File: src/rtl/riscv_pkg.sv
// riscv_pkg: shared widths, halt opcode and fetch FSM state type
package riscv_pkg;
  localparam int XLEN = 64;
  localparam int ILEN = 32;
  localparam logic [ILEN-1:0] HALT_INSTR = 32'h0000_0063;
  typedef enum logic [1:0] {IDLE = 2'd0, RUN = 2'd1, HALT = 2'd2} fetch_state_t;
endpackage

File: src/rtl/fetch_unit.sv
// fetch_unit: PC + FSM + IF/ID register; pc->imem, instr<-imem, redirect in, out_* valid/ready to decode, halted/misalign_err status
module fetch_unit
  import riscv_pkg::*;
#(
  parameter logic [XLEN-1:0] RESET_PC = '0,
  parameter logic [XLEN-1:0] PC_STEP = 64'd8,
  parameter bit HALT_DETECT = 1'b1
) (
  input  logic            clk,
  input  logic            rst,
  output logic [XLEN-1:0] pc,
  input  logic [ILEN-1:0] instr,
  input  logic            redirect_valid,
  input  logic [XLEN-1:0] redirect_target,
  output logic            out_valid,
  input  logic            out_ready,
  output logic [XLEN-1:0] out_pc,
  output logic [ILEN-1:0] out_instr,
  output logic            halted,
  output logic            misalign_err
);
  fetch_state_t state_q, state_d;
  logic [XLEN-1:0] pc_q, pc_d, out_pc_q, out_pc_d;
  logic [ILEN-1:0] out_instr_q, out_instr_d;
  logic out_valid_q, out_valid_d, halted_q, halted_d, misalign_q, misalign_d;
  logic capture, is_halt;
  always_comb begin
    capture = (state_q == RUN) && (!out_valid_q || out_ready);
    is_halt = HALT_DETECT && (instr == HALT_INSTR);
    state_d = state_q;
    pc_d = pc_q;
    out_pc_d = out_pc_q;
    out_instr_d = out_instr_q;
    out_valid_d = out_valid_q;
    halted_d = halted_q;
    misalign_d = misalign_q;
    if (redirect_valid) begin
      pc_d = {redirect_target[XLEN-1:3], 3'b000};
      out_valid_d = 1'b0;
      state_d = RUN;
      halted_d = 1'b0;
      misalign_d = misalign_q | (|redirect_target[2:0]);
    end else if (state_q == IDLE) begin
      state_d = RUN;
    end else if (capture) begin
      out_pc_d = pc_q;
      out_instr_d = instr;
      out_valid_d = 1'b1;
      pc_d = is_halt ? pc_q : pc_q + PC_STEP;
      state_d = is_halt ? HALT : RUN;
      halted_d = is_halt;
    end else if (out_ready) begin
      out_valid_d = 1'b0;
    end
  end
  always_ff @(posedge clk) begin
    if (rst) begin
      state_q <= IDLE;
      pc_q <= RESET_PC;
      out_pc_q <= '0;
      out_instr_q <= '0;
      out_valid_q <= 1'b0;
      halted_q <= 1'b0;
      misalign_q <= 1'b0;
    end else begin
      state_q <= state_d;
      pc_q <= pc_d;
      out_pc_q <= out_pc_d;
      out_instr_q <= out_instr_d;
      out_valid_q <= out_valid_d;
      halted_q <= halted_d;
      misalign_q <= misalign_d;
    end
  end
  assign pc = pc_q;
  assign out_valid = out_valid_q;
  assign out_pc = out_pc_q;
  assign out_instr = out_instr_q;
  assign halted = halted_q;
  assign misalign_err = misalign_q;
endmodule
File: config.mk
export PLATFORM = sky130hd
export DESIGN_NAME = fetch_unit
export DESIGN_NICKNAME = d
export VERILOG_FILES = /design/src/rtl/riscv_pkg.sv /design/src/rtl/fetch_unit.sv
export SDC_FILE = /design/constraint.sdc
export NUM_CORES = 1
export LEC_CHECK = 0
export ABC_AREA = 1
export CAP_MARGIN = 20
export CORE_MARGIN = 2
export CORE_UTILIZATION = 47
export CTS_CLUSTER_DIAMETER = 120
export DETAILED_ROUTE_END_ITERATION = 8
export HOLD_SLACK_MARGIN = 0.08
export MAX_ROUTING_LAYER = met4
export PLACE_DENSITY = 0.81
export SLEW_MARGIN = 20
export SYNTH_ARGS = -nofsm -noshare
export SYNTH_HDL_FRONTEND = slang
export SYNTH_SLANG_ARGS = --single-unit
File: constraint.sdc
create_clock -name clk -period 2.1 [get_ports clk]
set_clock_uncertainty 0.2 [all_clocks]
set_input_delay 0.42 -clock clk [delete_from_list [all_inputs] [get_ports clk]]
set_output_delay 0.42 -clock clk [all_outputs]
set_load 0.005 [all_outputs]
==> key figures <==
Worst setup path
  – Largest stage delay on the critical path: 0.57 ns
  – Cell-by-cell listing of the critical path: clkdlybuf4s50_1
  – Largest fanout on the critical path: 6
  – Crit path buffers/inverters: 1
  – Worst path required time: approximately 1.5 ns
  – Nature of the critical path startpoint: flip-flop
  – Master of the slowest instance on the critical path: clkdlybuf4s50_1
  – Critical path class: flip-flop to output port
  – Kind of capture point of the worst setup path: output port
  – Data arrival time of the critical path: 1.46 ns
  – Category of cells accounting for the largest share of critical-path delay: buffers and inverters

Drt
  – Number of search-and-repair iterations in the first detailed-routing pass: 7
  – Total DRC errors in the routed layout: 0
  – DRC violation total after the first TritonRoute iteration: 913
  – Count of vias placed by the detailed router: 10100
  – Post-DR wirelength/cell: roughly 17 microns
  – Detailed-route wire length: about 33 mm
  – Final ANT Viol Nets: 0
  – Via density per instance: 5.35

Timing
  – Final setup violation count: 0
  – Crit path setup slack, layout: roughly 0.017 ns
  – Hold violation count in the final report: 0
  – Period minus WS final: roughly 2.1 ns
  – Fraction of the cycle the final worst path needs: between 90 and 100%
  – Setup TNS: 0 ns
  – Fmax achieved: 480 MHz
  – Post-Route Hold Slack: roughly 0.13 ns
  – Count of final max-slew check failures: 0

Synthesis
  – Share of the synthesized area in compound gates (AO/OA/AOI/OAI): ~16%
  – Area share of the largest cell type after synthesis: about two fifths
  – Post-synthesis cell type count: 32
  – Largest family of logic cells by synthesized area: simple AND/OR/NAND/NOR gates
  – Area share of and/or/nand/nor cells after synthesis: a little over a third
  – Cell Area, Synth: 0.00837 sq mm
  – Top cell type by total area after synthesis: dfxtp_1
  – Area contributors post-synth: dfxtp_1, nand2_1, a21oi_1, nand3_1, nor2_1
  – Area share of xor/xnor cells in the synthesized design: less than 1%
  – Gate count of the mapped netlist: between 1000 and 1500
  – Sequential cell area fraction in the yosys report: a little under two fifths
  – Adder-Cell Fraction of Synth Area: less than 1%
  – Post-Synthesis Mean Instance Area: 6.29 sq um
  – Multiplexer area fraction after synthesis: 0%
  – Yosys warning total: 0
  – Flops & latches, synth: approximately 160

CTS
  – CTS tree: built
  – Clock tree sinks: between 150 and 200
  – Clk_lat worst skew: approximately 0.44 ns
  – Clock slew at the register clock pins of the worst setup and hold paths: 0.07 ns
  – Number of buffers inserted during clock tree synthesis: 17
  – Root Buffer: clkbuf_16
  – Total number of H-tree levels: 4
  – Max Root-Sink Buffers: 2
  – Total of hold buffers inserted after clock tree synthesis: 0

Final layout
  – Number of filler instances in the final layout: roughly 1400
  – Area growth, synth to finish: 51.3%
  – Final cell utilization of the core: 73.0%
  – Layout cell share with drive strength beyond 1: roughly 14%
  – Most common cell after layout, fill and taps aside: nand2_1
  – Sequential cell area: roughly 0.0032 sq mm
  – Net count of the finished layout: about 1800
  – Ant. Diodes: 0
  – Multi-input combinational cell area: around 0.0045 sq mm
  – Most used cells in the layout excluding fill and tap cells: nand2_1, clkdlybuf4s50_1, a21oi_1, nor2_1, dfxtp_1

Floorplanning
  – Initial standard-cell utilization of the core: between 40% and 50%
  – Die Footprint: 0.0189 sq mm
  – Width of the die: 137 microns
  – Area of the core: roughly 0.017 sq mm
  – Die Height: between 100 and 150 microns
  – Total number of placement rows: 48
  – IO Count: about 260

Power
  – Worst ir drop on vdd: ~0.57 mV
  – Power density over cell area: 652 mW/mm^2
  – Total leakage power: approximately 0.0053 uW

Global routing
  – Largest net degree at the start of global routing: 73
  – Total global routing track utilization: a little over a third
  – Global-route wire length before repair: between 40 and 50 mm
  – Number of global-route vias before repair: ~9300
  – Number of antenna violations at the first check in global routing: 0
  – Total global routing overflow: 0

Run status
  – Run status: finished clean

Run
  – Count of maximum capacitance violations: 0

Placement
  – Placed wire-length estimate: around 25 mm
  – Number of port buffers: 256
  – Final GP Congestion: between 0.9 and 1
  – Worst-case setup slack after placement: -0.350 ns

Hold path
  – Hold Crit Class: input pin to flip-flop
-- cells in the mapped netlist, drive strengths merged --
master    n
nand2   425
dfxtp   159
a21oi   156
nor2    148
inv     132
nand3   108
o21ai    83
buf      36
clkbuf   32
nand4    14
o21bai   13
nand3b    4
nor3      4
or2       3
xnor2     3
a21boi    2
and2      2
o21a      2
xor2      2
conb      1
ha        1
-- report_power, final --
part	internal [uW]	leakage, uW	total [uW]	switching, uW
clock	2040	0.000320	3500	1460
combinational	747	0.00361	1410	662
sequential	3190	0.00132	3350	156
-- final timing paths --
path | startpoint | slack (ns) | cells after the start | end
worst min-delay path | rst | 0.13 | 2 | pc[16]
worst max-delay path | pc[49] | 0.02 | 1 | pc[49]
worst min register to register | out_pc[10] | 0.26 | 2 | out_pc[10]
worst max register to register | pc[4] | 0.03 | 10 | pc[42]
-- cell type report --
class	count	share of cell area, %
multi-input cells	976	35.2
repair buffers	368	27.9
flip-flops and latches	159	25.6
inverters	132	3.93
clock buffers	17	3.36
well taps	225	2.22
clock inverters	15	1.76
-- flip-flops by register name, indices dropped and copies added (netlist names) --
register      cells
out_instr        32
out_valid         1
out_pc           61
halted            1
pc               61
state_q           2
misalign_err      1
-- logic make-up after synthesis --
logic type	Yosys count
buffers and inverters	200
other	1
adders and majority gates	1
xor gates and xnor gates	5
DFF	159
and+or+nand+nor	708
AOI/OAI and AO/OA	256
-- layer usage --
metal,up-vias,share of wire (%),global-route usage (%)
met5,-,0,-
met4,0,3.6,14.7
met3,73,8.2,5.11
met2,487,46,55.6
met1,4661,42,45.7
li1,4907,-,-
-- metrics by stage --
| step | instance area (sq um) | total power (uW) | std cells |
|---|---|---|---|
| 6_report | 12700 | 8260 | 1892 |
| 4_1_cts | 12500 | 8240 | 1886 |
| 3_5_place_dp | 11800 | 4780 | 1854 |
| 5_1_grt | 12700 | 8510 | 1892 |
| 3_3_place_gp | 11800 | 4750 | 1854 |
| 2_1_floorplan | 8390 | 3910 | 1335 |
-- what timing repair did --
item	in CTS	in global routing
hold endpoints to repair	0	0
gates cloned	0	0
endpoints found under the setup margin	24	73
gates resized for setup	24	47
pin swaps	0	3
buffers inserted	0	6
No activity file was read; power rests on OpenSTA's default activity.
